## config.mk

```make
export PLATFORM = sky130hd
export DESIGN_NAME = can_tx_framer_flat
export DESIGN_NICKNAME = d
export VERILOG_FILES = /design/src/rtl/can_tx_framer_pkg.sv /design/src/rtl/can_tx_framer_if.sv /design/src/rtl/can_tx_framer_crc15.sv /design/src/rtl/can_tx_framer.sv /design/src/flat_wrapper.sv
export SDC_FILE = /design/constraint.sdc
export NUM_CORES = 1
export LEC_CHECK = 0
export ABC_AREA = 0
export BUFFER_PORTS_ARGS = -buffer_cell sky130_fd_sc_hd__buf_2
export CAP_MARGIN = 20
export CORE_MARGIN = 3
export CORE_UTILIZATION = 45
export CTS_CLUSTER_SIZE = 12
export DETAILED_ROUTE_END_ITERATION = 16
export HOLD_SLACK_MARGIN = 0.06
export PLACE_DENSITY = 0.65
export SYNTH_ARGS = -nofsm -noshare
export SYNTH_HDL_FRONTEND = slang
export SYNTH_SLANG_ARGS = --single-unit
```

## constraint.sdc

```tcl
create_clock -name clk -period 4.52 [get_ports clk]
set_input_delay 1.356 -clock clk [delete_from_list [all_inputs] [get_ports clk]]
set_output_delay 1.356 -clock clk [all_outputs]
set_load 0.03 [all_outputs]
```

## src/rtl/can_tx_framer_pkg.sv

```systemverilog
// can_pkg: shared state encoding, CAN field constants and payload sizing helper.
package can_pkg;
  typedef enum logic [3:0] {
    ST_IDLE, ST_ARB, ST_CTRL, ST_DATA, ST_CRC,
    ST_CRC_DEL, ST_ACK, ST_ACK_DEL, ST_EOF, ST_IFS
  } can_state_e;
  localparam logic [14:0] CRC_POLY = 15'h4599;
  localparam int EOF_LEN = 7;
  localparam int IFS_LEN = 3;
  localparam int STUFF_LEN = 5;
  localparam int ID_STD_W = 11;
  localparam int ID_EXT_W = 29;
  localparam int DLC_W = 4;
  localparam int CRC_W = 15;
  localparam int ARB_STD_LEN = 13;
  localparam int ARB_EXT_LEN = 33;
  localparam int CTRL_LEN = 6;
  function automatic logic [3:0] data_bytes(input logic rtr, input logic [3:0] dlc, input int max_bytes);
    logic [3:0] n;
    n = (dlc > 4'd8) ? 4'd8 : dlc;
    n = (n > 4'(max_bytes)) ? 4'(max_bytes) : n;
    return rtr ? 4'd0 : n;
  endfunction
endpackage

```

## src/rtl/can_tx_framer_if.sv

```systemverilog
// can_tx_framer_if: frame request, bus and status signals of the CAN transmit framer.
interface can_tx_framer_if #(parameter int MAX_BYTES = 8);
  import can_pkg::*;
  logic frame_valid, frame_ready, ide, rtr, rx, tx, busy, done, ack_err;
  logic [ID_EXT_W-1:0] id;
  logic [DLC_W-1:0] dlc;
  logic [8*MAX_BYTES-1:0] data;
  logic [CRC_W-1:0] crc_out;
  modport master (
    output frame_valid, id, ide, rtr, dlc, data, rx,
    input frame_ready, tx, busy, done, ack_err, crc_out
  );
  modport slave (
    input frame_valid, id, ide, rtr, dlc, data, rx,
    output frame_ready, tx, busy, done, ack_err, crc_out
  );
endinterface

```

## src/rtl/can_tx_framer_crc15.sv

```systemverilog
// can_crc15: bit-serial CAN CRC-15 register with synchronous clear and update enable.
module can_crc15
  import can_pkg::*;
(
  input  logic             clk,
  input  logic             rst_n,
  input  logic             i_clr,
  input  logic             i_en,
  input  logic             i_bit,
  output logic [CRC_W-1:0] o_crc
);
  logic [CRC_W-1:0] r_crc;
  always_ff @(posedge clk or negedge rst_n)
    if (!rst_n) r_crc <= '0;
    else if (i_clr) r_crc <= '0;
    else if (i_en) r_crc <= {r_crc[CRC_W-2:0], 1'b0} ^ ((i_bit ^ r_crc[CRC_W-1]) ? CRC_POLY : '0);
  assign o_crc = r_crc;
endmodule

```

## src/rtl/can_tx_framer.sv

```systemverilog
// can_tx_framer: serialises a CAN 2.0A/B data or remote frame with stuffing, CRC-15 and ACK check.
module can_tx_framer
  import can_pkg::*;
#(
  parameter int MAX_BYTES = 8,
  parameter int BIT_DIV   = 4,
  parameter int EXT_EN    = 1
) (
  input logic clk,
  input logic rst_n,
  can_tx_framer_if.slave bus
);
  localparam int DW = $clog2(BIT_DIV);
  can_state_e r_state, w_nstate;
  logic [5:0] r_idx, w_last, w_nidx;
  logic [DW-1:0] r_div;
  logic [2:0] r_cnt;
  logic r_tx, r_busy, r_done, r_ack_err, r_ide, r_rtr;
  logic [31:0] r_id;
  logic [3:0] r_dlc, r_nbytes;
  logic [8*MAX_BYTES-1:0] r_data;
  logic [63:0] w_data;
  logic [CRC_W-1:0] w_crc;
  logic [15:0] w_crc_x;
  logic w_accept, w_bit_end, w_stuff, w_adv, w_crc_en, w_std_bit, w_ext_bit, w_nbit;
  assign w_data = 64'(r_data);
  assign w_crc_x = {1'b0, w_crc};
  assign w_accept = !r_busy && bus.frame_valid;
  assign w_bit_end = r_state != ST_IDLE && r_div == DW'(BIT_DIV - 1);
  assign w_stuff = r_state inside {ST_ARB, ST_CTRL, ST_DATA, ST_CRC} && r_cnt == 3'(STUFF_LEN);
  assign w_adv = w_bit_end && !w_stuff;
  assign w_crc_en = w_adv && w_nstate inside {ST_ARB, ST_CTRL, ST_DATA};
  assign w_last = r_state == ST_ARB  ? (r_ide ? 6'(ARB_EXT_LEN - 1) : 6'(ARB_STD_LEN - 1)) :
                  r_state == ST_CTRL ? 6'(CTRL_LEN - 1) :
                  r_state == ST_DATA ? 6'({r_nbytes, 3'b000} - 7'd1) :
                  r_state == ST_CRC  ? 6'(CRC_W - 1) :
                  r_state == ST_EOF  ? 6'(EOF_LEN - 1) :
                  r_state == ST_IFS  ? 6'(IFS_LEN - 1) : 6'd0;
  assign w_nidx = r_idx == w_last ? 6'd0 : r_idx + 6'd1;
  assign w_nstate = r_idx != w_last ? r_state :
                    (r_state == ST_CTRL && r_nbytes == 4'd0) ? ST_CRC :
                    r_state == ST_IFS ? ST_IDLE : can_state_e'(r_state + 4'd1);
  // Field bit at the position about to be loaded; index 0 of ARB is SOF.
  assign w_std_bit = w_nidx <= 6'd11 ? r_id[5'(6'd11 - w_nidx)] : r_rtr;
  assign w_ext_bit = w_nidx <= 6'd11 ? r_id[5'(6'd29 - w_nidx)] :
                     w_nidx <= 6'd13 ? 1'b1 :
                     w_nidx <= 6'd31 ? r_id[5'(6'd31 - w_nidx)] : r_rtr;
  assign w_nbit = w_nstate == ST_ARB  ? (w_nidx == 6'd0 ? 1'b0 : r_ide ? w_ext_bit : w_std_bit) :
                  w_nstate == ST_CTRL ? (w_nidx < 6'd2 ? 1'b0 : r_dlc[2'(6'd5 - w_nidx)]) :
                  w_nstate == ST_DATA ? w_data[{w_nidx[5:3], ~w_nidx[2:0]}] :
                  w_nstate == ST_CRC  ? w_crc_x[4'(6'd14 - w_nidx)] : 1'b1;
  can_crc15 u_crc (
    .clk(clk), .rst_n(rst_n), .i_clr(w_accept), .i_en(w_crc_en), .i_bit(w_nbit), .o_crc(w_crc)
  );
  // Stuff bits leave r_idx on the last field bit so the next advance resumes the field.
  always_ff @(posedge clk or negedge rst_n)
    if (!rst_n) begin
      r_state <= ST_IDLE;
      r_idx <= '0;
      r_div <= '0;
      r_cnt <= '0;
      r_tx <= 1'b1;
      r_busy <= 1'b0;
      r_done <= 1'b0;
      r_ack_err <= 1'b0;
      r_ide <= 1'b0;
      r_rtr <= 1'b0;
      r_id <= '0;
      r_dlc <= '0;
      r_nbytes <= '0;
      r_data <= '0;
    end else begin
      r_done <= 1'b0;
      if (r_state == ST_IDLE) begin
        if (r_done) r_busy <= 1'b0;
        else if (w_accept) begin
          r_state <= ST_ARB;
          r_idx <= '0;
          r_div <= '0;
          r_cnt <= 3'd1;
          r_tx <= 1'b0;
          r_busy <= 1'b1;
          r_ack_err <= 1'b0;
          r_ide <= bus.ide && EXT_EN != 0;
          r_rtr <= bus.rtr;
          r_id <= 32'(bus.id);
          r_dlc <= bus.dlc;
          r_nbytes <= data_bytes(bus.rtr, bus.dlc, MAX_BYTES);
          r_data <= bus.data;
        end
      end else if (!w_bit_end) r_div <= r_div + 1'b1;
      else begin
        r_div <= '0;
        r_tx <= w_stuff ? ~r_tx : w_nbit;
        r_cnt <= (w_stuff || w_nbit != r_tx) ? 3'd1 : r_cnt + 3'd1;
        if (!w_stuff) begin
          r_state <= w_nstate;
          r_idx <= w_nidx;
          r_done <= w_nstate == ST_IDLE;
        end
      end
      if (r_state == ST_ACK && r_div == DW'(BIT_DIV / 2)) r_ack_err <= bus.rx;
    end
  assign bus.frame_ready = !r_busy;
  assign bus.tx = r_tx;
  assign bus.busy = r_busy;
  assign bus.done = r_done;
  assign bus.ack_err = r_ack_err;
  assign bus.crc_out = w_crc;
endmodule

```

## src/flat_wrapper.sv

```systemverilog
// flat-port wrapper written by rule: the top's interface ports become plain ports
module can_tx_framer_flat import can_pkg::*;
#(
  parameter int MAX_BYTES = 8,
  parameter int BIT_DIV   = 4,
  parameter int EXT_EN    = 1
)
  (clk, rst_n, bus_frame_valid, bus_id, bus_ide, bus_rtr, bus_dlc, bus_data, bus_rx, bus_frame_ready, bus_tx, bus_busy, bus_done, bus_ack_err, bus_crc_out);
  can_tx_framer_if #(.MAX_BYTES(MAX_BYTES)) bus_i ();
  input logic clk;
  input logic rst_n;
  input wire logic [$bits(bus_i.frame_valid)-1:0] bus_frame_valid;
  input wire logic [$bits(bus_i.id)-1:0] bus_id;
  input wire logic [$bits(bus_i.ide)-1:0] bus_ide;
  input wire logic [$bits(bus_i.rtr)-1:0] bus_rtr;
  input wire logic [$bits(bus_i.dlc)-1:0] bus_dlc;
  input wire logic [$bits(bus_i.data)-1:0] bus_data;
  input wire logic [$bits(bus_i.rx)-1:0] bus_rx;
  output wire logic [$bits(bus_i.frame_ready)-1:0] bus_frame_ready;
  output wire logic [$bits(bus_i.tx)-1:0] bus_tx;
  output wire logic [$bits(bus_i.busy)-1:0] bus_busy;
  output wire logic [$bits(bus_i.done)-1:0] bus_done;
  output wire logic [$bits(bus_i.ack_err)-1:0] bus_ack_err;
  output wire logic [$bits(bus_i.crc_out)-1:0] bus_crc_out;
  assign bus_i.frame_valid = bus_frame_valid;
  assign bus_i.id = bus_id;
  assign bus_i.ide = bus_ide;
  assign bus_i.rtr = bus_rtr;
  assign bus_i.dlc = bus_dlc;
  assign bus_i.data = bus_data;
  assign bus_i.rx = bus_rx;
  assign bus_frame_ready = bus_i.frame_ready;
  assign bus_tx = bus_i.tx;
  assign bus_busy = bus_i.busy;
  assign bus_done = bus_i.done;
  assign bus_ack_err = bus_i.ack_err;
  assign bus_crc_out = bus_i.crc_out;
  can_tx_framer #(.MAX_BYTES(MAX_BYTES), .BIT_DIV(BIT_DIV), .EXT_EN(EXT_EN)) u_core (.clk(clk), .rst_n(rst_n), .bus(bus_i));
endmodule
```

==> results.md, run 1 <==
* Sw Share at 42.0%
* Post-Syn Area at between 8000 and 9000 um2
* Post-DP HPWL at 14800 um
* Commonest non-fill, non-tap cell in the layout: dfrtp_1
* Setup CP Type: flop to flop
* Total design power at 0.00848 W
* Seq/Total Area, Yosys at a little over two fifths
* Post-synth EDFFs at 0
* Placement-stage cell area at 9050 um2
* WL met2 at 9680 um
* Max_cap viols at 0
* Pwr dens at just under 900 nW/um2
* DR iter-0 viols at 561
* GPL Wtd Cong at 0.946
* Setup Fix Bufs, Post-CTS at 0
* Clock buffer count from CTS at 17
* Fin nets at 993
* Row count at 48
* Fin. max-slew vios at 0
* Cell Chain, Critical Path: nor2b_2 > o21a_1 > or3_4 > a211o_1 > nor2_4 > nor2_4 > inv_1 > ha_1 > nand2_1 > a211oi_2 > o22ai_1 > or3_1 > o21a_1 > a21oi_4 > buf_4 > xnor3_1 > a21oi_1
* Worst hold-check path type: flop to flop
* Sequential Power Share at 26.8%
* DR vias at 6463
* Slowest cell on the critical path: dfrtp_2
* Synth Flop Type: dfrtp_1
* Full die area at 19600 um2
* CP startpoint kind: flop
* Tightest Pin Transition at approximately 690 ps
* Routed len/inst at 18.4 um
* CP arrival at 4530 ps
* Metal3 WL at 1390 um
* Fin crit share at 92.7%
* Routed wire length at 20600 um
* Psw at 0.00356 W
* CTS tree: yes
* Net Count, Synth at 867
* CORE AREA at approximately 17000 um2
* Rel. slew slack at 54.2%
* Worst EP required at 4860 ps
* Status: completed
* F_max at 0.239 GHz
* Crit end category: flop
* Minimum clock period at 4190 ps
* Gr ovfl total at 0
* Drt first pass iters at 5
* DIE WIDTH at 140 um
* Design area at 9740 um2
* Yosys warns at 0
* Largest fanout on the critical path at 9
* Peak VDD IR at ~0.59 mV
* Clock share of power at 16.6%
* Vias per cell at 5.80
* Wire length on met1 at 9050 um
* Synthesis-to-layout area growth at 20.2%
* Synth Register Bits at 137
* CP peak stage delay at 480 ps
* Pint at 0.00492 W
* Clk slew on worst S/H paths at about 60 ps
* Asr flop ratio synth at 100%
* Layout Skew at about 15 ps
* Chip height at 140 um
* H-Tree Depth at 4
* Overall Global Routing Usage at 21.3%
* Worst-case clock buffer depth at 2
* Leak pwr at 4.37 nW
* Area leader, netlist: dfrtp_1
* Vias in the first global route at 6552
* Clk_lat worst skew at 430 ps
* Largest net degree at the start of global routing at 74
* Drt drc at 0
* Top-area cell type share of the netlist area at 42.0%
* Combinational power share at a little under three fifths
* Clk root buf: clkbuf_16
* Proportion of layout cells with a drive suffix above 1 at between 30% and 40%
* Largest cells by area after synthesis: dfrtp_1 42%, mux2_2 14%, mux4_2 4.7%
* Synth cell types at 83
* Initial core utilization at 46.4%
* Post-route ant nets at 0
* Final Setup Violations at 0
* Synth Instances at 751
* Hold Fails Final Rpt at 0
* Most frequent cells in the layout: 132 x dfrtp_1, 121 x buf_2, 102 x mux2_2, 67 x nand2_1, 45 x o21ai_0
* Initial antenna violation count at 2
* Top Ports at 123
* Port bufs at 122
* First-pass GRT wire length at roughly 34000 um
* Ant diodes at 0
* DR top layer: met5
* # clock sinks at ~140
* Syn Area/Cell at around 11 um2
path summary, 6_finish.rpt:
check,start,end,slack (ps),cells past startpoint
min in group asynchronous,rst_n,u_core.u_crc.o_crc[6],950,1
min,u_core.bus.done,u_core.bus.busy,460,1
max reg2reg,u_core.r_state[3],u_core.u_crc.o_crc[10],330,17
max,u_core.r_state[3],u_core.u_crc.o_crc[10],330,17
max in group asynchronous,rst_n,u_core.r_state[0],2610,2
min reg2reg,u_core.bus.done,u_core.bus.busy,460,1
power groups by stage:
stage                     Sequential [W]  Clock (W)  Combinational, W
after floorplan                  0.00224          0           0.00346
after global placement           0.00225          0           0.00463
after detailed placement         0.00228          0           0.00466
after CTS                        0.00226    0.00144           0.00469
after global routing             0.00235    0.00149           0.00527
final                            0.00227    0.00141           0.00480
sequential cells by signal, summed over array words and instances, names as in the netlist, 3 cells and up:
| register | count |
|---|---|
| u_core.u_crc.o_crc | 15 |
| u_core.r_id | 29 |
| u_core.r_data | 64 |
| u_core.r_nbytes | 4 |
| u_core.r_state | 4 |
| u_core.r_cnt | 3 |
| u_core.r_idx | 6 |
| u_core.r_dlc | 4 |
worst max-delay path: cells and delay by family (launching register included):
family | cells | cell delay, ps
AO/OA/AOI/OAI | 7 | 1600
AND/OR/NAND/NOR | 6 | 1340
flip-flops | 1 | 480
buffers and inverters | 2 | 330
XOR/XNOR | 1 | 210
adder cells (fa/ha/maj) | 1 | 150
metrics by stage:
stage | instances | setup WS [ps] | hold WS [ps] | setup TNS (ps) | utilization, %
global route | 1115 | -5.36 | 500 | -5.36 | 55.7
CTS | 1115 | 125 | 476 | 0 | 55.2
floorplan | 751 | 230 | 450 | 0 | -
detailed placement | 1083 | 154 | 469 | 0 | 51.8
global placement | 1083 | 176 | 456 | 0 | 51.8
finish | 1115 | 330 | 463 | 0 | 55.7
final cells by class:
type                       instances  area, um2
clock buffer                      21        460
clock inverter                    11        135
fill                            1506       7740
inverter                          23       86.3
multi-input combinational        542       4450
sequential                       137       3430
tap                              225        282
timing repair buffer             156        897
what timing repair did:
action,4_1_cts,5_1_grt
hold buffers,0,0
resized for setup,0,20
endpoints found under the setup margin,0,11
synth_stat cells, types with 6 or more instances:
library cell / instances
nor3_1: 9
mux4_2: 17
a221oi_1: 6
a31oi_1: 7
nor2_1: 45
inv_1: 19
o221ai_1: 6
buf_2: 8
a21oi_1: 35
o21ai_0: 47
dfrtp_1: 136
nand3_1: 22
nor2b_1: 7
nand2_1: 68
mux2i_1: 29
xnor2_1: 10
or3_1: 6
ha_1: 13
clkbuf_1: 31
mux2_2: 102
routing by layer:
layer / global-route usage [%] / vias to the layer above
li1: - / 3042
met1: 28.6 / 3154
met2: 34.0 / 226
met3: 5.46 / 37
met4: 6.94 / 4
met5: 0 / -
logic make-up (layout without fill, tap and decap cells):
family / Yosys count / count (layout) / synth area share [%]
buffers and inverters: 72 / 211 / 3.97
adders and majority gates: 13 / 13 / 2.01
xor gates and xnor gates: 19 / 19 / 3.00
and+or+nand+nor: 187 / 187 / 11.0
DFF: 137 / 137 / 42.3
muxes: 148 / 148 / 22.5
AOI/OAI and AO/OA: 175 / 175 / 15.2
(Power assumes the default switching activity.)
==> inputs of run 2 (changes only) <==
Settings changed: GPL_TIMING_DRIVEN from default to 0, REMOVE_ABC_BUFFERS from default to 1, SKIP_CTS_REPAIR_TIMING from default to 1.
==> run 2 against run 1 <==
  * Non-clock buffer count rose by 5
  * Sequential power rose by 2%
  * Highest routed layer unchanged
  * Sequential share of layout area fell by 0.70 points
  * Final cell count rose by 0.81%
  * Via count rose by 1.0%
==> results.md, run 2 (synthesis gave the netlist of run 1 again) <==
* Peak VDD IR at 0.446 mV
* CTS tree: yes
* # clock sinks at around 140
* Cell Chain, Critical Path: buf_2 > or2_1 > a21oi_2 > or3_4 > a211o_4 > nor2_4 > buf_4 > nor2_1 > ha_4 > nor4b_2 > nor2_1 > a21oi_1 > o2bb2ai_1 > nand2_1 > a311o_1 > o21a_4 > a21oi_4 > o32ai_2 > a2111oi_2
* Routed wire length at 21200 um
* Minimum clock period at 4440 ps
* Pwr dens at 897 nW/um2
* Largest net degree at the start of global routing at 93
* GRT met3 Usage at 7.41%
* Proportion of layout cells with a drive suffix above 1 at roughly two fifths
* Synthesis-to-layout area growth at 23.1%
* Finished Core Util at 57.0%
* Crit end category: flop
* Commonest non-fill, non-tap cell in the layout: dfrtp_1
* Row count at 48
* Max_cap viols at 0
* H-Tree Depth at 4
* Placement-stage cell area at 8900 um2
* Final Setup Violations at 0
* F_max at between 0.2 and 0.25 GHz
* Most frequent cells in the layout: 131 x dfrtp_1, 122 x buf_2, 102 x mux2_2, 67 x nand2_1, 45 x o21ai_0
* Drt first pass iters at 5
* Ant diodes at 0
* Clk root buf: clkbuf_16
* Top Ports at 123
* Largest register FFs at 64
* CP arrival at 4750 ps
* Tightest Pin Transition at 1150 ps
* Fin nets at 1002
* Clock buffer count from CTS at 17
* Busiest grt layer: met2
* First-pass GRT wire length at 32400 um
* Routed len/inst at 18.8 um
* Vias per cell at 5.81
* Clk_lat worst skew at 430 ps
* Met1 Use GR at 26.9%
* Overall Global Routing Usage at 20.4%
* Worst hold-check path type: flop to flop
* Filler cells at around 1.5k
* Drt drc at 0
* Clk slew on worst S/H paths at 60 ps
* Full die area at 19600 um2
* CP startpoint kind: flop
* Worst EP required at between 4000 and 5000 ps
* CP peak stage delay at 470 ps
* Vias in the first global route at 6323
* Critical path's most frequent cell: nor2_1
* Gr ovfl total at 0
* Initial antenna violation count at 1
* Leak pwr at 4.43 nW
* DIE WIDTH at 140 um
* Worst-case clock buffer depth at 2
* Met2 Resource Use GR at about a third
* Port bufs at roughly 120
* Rel. slew slack at between 20% and 30%
* Post-DP HPWL at between 10000 and 15000 um
* CORE AREA at 17500 um2
* GPL Wtd Cong at 0.889
* Post-route ant nets at 0
* Slowest cell on the critical path: dfrtp_4
* DR iter-0 viols at 483
* WP buf/inv at 2
* Setup CP Type: flop to flop
* Fin. max-slew vios at 0
* Chip height at 140 um
* DR vias at 6530
* Largest fanout on the critical path at 8
* Initial core utilization at 46.4%
* Final setup TNS at 0 ps
* Biggest register: u_core.r_data
* Fin crit share at 98.1%
* Hold Fails Final Rpt at 0
* Layout Skew at 12.6 ps
* Design area at 9970 um2
* Status: completed
* Largest delay contributor family on the critical path: compound AO/OA/AOI/OAI gates
run 2: cell count changes in the layout (fill, tap and decap cells not counted), sizes merged:
cell	delta
clkinvlp	+7
buf	+5
inv	-3
a21oi	+1
clkbuf	-1
clkinv	-1
nor2	+1
run 2: per-layer routing:
metal	vias up	share of wire, %	wire length [um]
li1	3055	-	-
met1	3195	44	9340
met2	245	46	9820
met3	33	7.8	1650
met4	2	1.6	328
met5	-	0.061	13
run 2: per-stage QoR:
stage / worst slack (ps) / total power [W] / hold slack (ps) / std cells
5_1_grt: -113 / 0.00956 / 488 / 1124
4_1_cts: -1330 / 0.00819 / 475 / 1087
3_5_place_dp: -1240 / 0.00676 / 475 / 1055
3_3_place_gp: -3240 / 0.00667 / 466 / 1049
2_1_floorplan: -1060 / 0.00560 / 450 / 702
6_report: 84.0 / 0.00895 / 468 / 1124
run 2: area by class of cell:
| cell class | instances | area, um2 | share of cell area [%] |
|---|---|---|---|
| clock buffers | 20 | 447 | 4.48 |
| clock inverters | 12 | 139 | 1.39 |
| inverters | 23 | 97.6 | 0.979 |
| multi-input cells | 544 | 4530 | 45.5 |
| flip-flops and latches | 137 | 3450 | 34.6 |
| well taps | 225 | 282 | 2.82 |
| repair buffers | 161 | 1020 | 10.2 |
| repair inverters | 2 | 10.0 | 0.100 |
run 2: power breakdown:
group | total [W] | internal (W) | switching (W) | leakage (nW)
clock | 0.00138 | 0.000832 | 0.000552 | 0.274
sequential | 0.00231 | 0.00182 | 0.000495 | 1.70
combinational | 0.00525 | 0.00250 | 0.00275 | 2.46
run 2: path summary, 6_finish.rpt:
path,from,to,slack [ps],depth (start not counted)
max in group asynchronous,rst_n,u_core.r_idx[0],2830,2
min,u_core.bus.done,u_core.bus.busy,470,1
max,u_core.r_state[2],u_core.u_crc.o_crc[14],80,19
max reg2reg,u_core.r_state[2],u_core.u_crc.o_crc[14],80,19
min reg2reg,u_core.bus.done,u_core.bus.busy,470,1
min in group asynchronous,rst_n,u_core.r_id[10],860,1
run 2: worst register-to-register path: cells and delay by family, from the launching register on:
| family | cells | cell delay (ps) |
|---|---|---|
| compound gates | 9 | 2030 |
| fa+ha+maj | 1 | 340 |
| buf+inv | 2 | 360 |
| flops | 1 | 470 |
| simple gates | 7 | 1140 |
==> inputs of run 3 (changes only) <==
Clock period 4.52 ns to 3.7 ns, I/O delays scaled along.
==> run 3 against run 2 <==
  * The run now ends with setup timing left
  * Global-route usage unchanged
  * Via count increased by 2.2%
  * Non-clock buffer count is 22 higher
  * Register-to-register slack got worse by 680 ps
==> results.md, run 3 (synthesis gave the netlist of run 1 again) <==
* Reg-to-Reg Start: u_core.r_state[2]
* GPL Wtd Cong at 0.889
* DIE WIDTH at 140 um
* Synthesis-to-layout area growth at 27.3%
* Max_cap viols at 0
* # clock sinks at 137
* Post-DP HPWL at 13600 um
* CP peak stage delay at 530 ps
* Row count at 48
* H-Tree Depth at 4
* Hold depth at 1
* CP arrival at 4640 ps
* Biggest register: u_core.r_data
* Proportion of layout cells with a drive suffix above 1 at between 40% and 50%
* Finished Core Util at between 50% and 60%
* Clk_lat worst skew at 430 ps
* Hold Path End: u_core.bus.busy
* Layout Cells excl Fill at 1146
* Placement-stage cell area at 8900 um2
* Psw at 0.00488 W
* Worst EP required at 4050 ps
* Full die area at approximately 20000 um2
* Leak pwr at ~4.6 nW
* Vias per cell at just under 6
* Ant diodes at 0
* Sequential Power Share at 24.4%
* Pint at 0.00673 W
* Overall Global Routing Usage at 20.4%
* Combinational power share at 61.1%
* Largest fanout on the critical path at 8
* Drt first pass iters at 8
* Design area at roughly 10000 um2
* Placed Instances at 1055
* R2R cell count at 19
* Worst-case clock buffer depth at 2
* Layout Skew at 14.8 ps
* Post-route ant nets at 0
* Initial core utilization at 46.4%
* Routed len/inst at 18.9 um
* First-pass GRT wire length at 32400 um
* Final Setup Violations at 11
* Clock buffer count from CTS at 17
* Cell Chain, Critical Path: nor4b_4 > a21oi_2 > a221o_1 > a211o_4 > nor2_4 > buf_6 > nor2_4 > ha_4 > nor4b_4 > nor2_1 > a21oi_1 > o2bb2ai_1 > nand2_1 > a311o_1 > o21a_4 > a21oi_4 > buf_6 > xnor3_1 > a21oi_1
* Clk slew on worst S/H paths at ~60 ps
* Hold Fails Final Rpt at 0
* Port bufs at 122
* Setup CP Type: flop to flop
* CP startpoint kind: flop
* Gr ovfl total at 0
* Commonest non-fill, non-tap cell in the layout: dfrtp_1
* Initial antenna violation count at 1
* Largest net degree at the start of global routing at between 90 and 100
* R2R Setup Slk at -590 ps
* RSZ-0062 raised after global routing: yes
* Chip height at between 100 and 150 um
* Sw Share at between 40% and 50%
* Fin nets at 1024
* Worst hold-check path type: flop to flop
* Routed wire length at around 22000 um
* R2R Path End: u_core.u_crc.o_crc[4]
* Clock share of power at 14.6%
* Setup WS pre-CTS at -2060 ps
* Clk root buf: clkbuf_16
* Status: finished, violations left
* Crit end category: flop
* DR iter-0 viols at between 500 and 600
* Pwr dens at roughly 1100 nW/um2
* Setup ws final at -592 ps
* Minimum clock period at between 4000 and 5000 ps
* Fin crit share at 116%
* Tightest Pin Transition at around 940 ps
* Min-Delay Startpoint: u_core.bus.done
* DR vias at 6676
* F_max at roughly 0.23 GHz
* Filler cells at around 1.5k
* Drt drc at 0
* Peak VDD IR at 0.513 mV
* CTS tree: yes
* Slowest cell on the critical path: dfrtp_4
* Vias in the first global route at 6323
* Largest register FFs at 64
* Final setup TNS at -5650 ps
* Top Ports at about 120
* Rel. slew slack at a little under two fifths
* CORE AREA at roughly 17000 um2
* Most frequent cells in the layout: 130 x dfrtp_1, 122 x buf_2, 101 x mux2_2, 67 x nand2_1, 44 x buf_4
* Failing checks: setup timing
* Fin. max-slew vios at 0
-- run 3: changes by cell type in the layout (fill, tap and decap cells not counted), moves of 3 or more --
| cell | before | now |
|---|---|---|
| a21oi_1 | 34 | 28 |
| a21oi_2 | 3 | 8 |
| buf_4 | 30 | 44 |
| buf_6 | 2 | 8 |
| nor4b_2 | 3 | 0 |
| nor4b_4 | 0 | 3 |
| o21ai_0 | 45 | 41 |
| o21ai_2 | 2 | 5 |
-- run 3: how the worst max path moves through the flow --
stage | from | to | slack, ps | cells past startpoint
global placement | u_core.r_idx[0] | u_core.u_crc.o_crc[14] | -4060 | 14
floorplan | u_core.r_idx[0] | u_core.u_crc.o_crc[14] | -1880 | 14
finish | u_core.r_state[2] | u_core.u_crc.o_crc[4] | -590 | 19
global route | u_core.r_state[0] | u_core.u_crc.o_crc[14] | -730 | 18
CTS | u_core.r_idx[0] | u_core.u_crc.o_crc[14] | -2150 | 16
detailed placement | u_core.r_idx[0] | u_core.u_crc.o_crc[14] | -2060 | 16
-- run 3: per-layer routing --
| metal | track usage, % | part of all wire (%) | routed length, um |
|---|---|---|---|
| met3 | 7.41 | 7.4 | 1600 |
| met5 | 0 | 0.060 | 13 |
| met1 | 26.9 | 44 | 9430 |
| met2 | 32.6 | 47 | 10200 |
| met4 | 4.59 | 1.8 | 390 |
-- run 3: layout make-up --
type	instances	area [um2]	area share (%)
Multi-Input combinational cell	544	4670	45.3
Timing Repair inverter	2	10.0	0.0971
Sequential cell	137	3450	33.4
Clock inverter	12	139	1.35
Inverter	23	97.6	0.947
Clock buffer	20	447	4.33
Timing Repair Buffer	183	1220	11.8
Tap cell	225	282	2.73
-- run 3: power by group through the flow --
stage / Combinational [W] / Clock (W) / Sequential, W
after global routing: 0.00765 / 0.00181 / 0.00293
after global placement: 0.00530 / 0 / 0.00285
after CTS: 0.00547 / 0.00172 / 0.00281
final: 0.00709 / 0.00169 / 0.00283
after detailed placement: 0.00543 / 0 / 0.00283
after floorplan: 0.00402 / 0 / 0.00283
-- run 3: critical path: cells and delay by family (launching register included) --
family	cells	cell delay, ps
adders and majority gates	1	330
xor gates and xnor gates	1	200
buffers and inverters	2	290
DFF	1	530
AOI/OAI and AO/OA	9	2040
and+or+nand+nor	6	820
-- run 3: metrics by stage --
stage          power, W  hold WS [ps]
6_report         0.0116           471
5_1_grt          0.0124           488
4_1_cts          0.0100           475
3_5_place_dp    0.00826           475
3_3_place_gp    0.00815           466
2_1_floorplan   0.00684           450
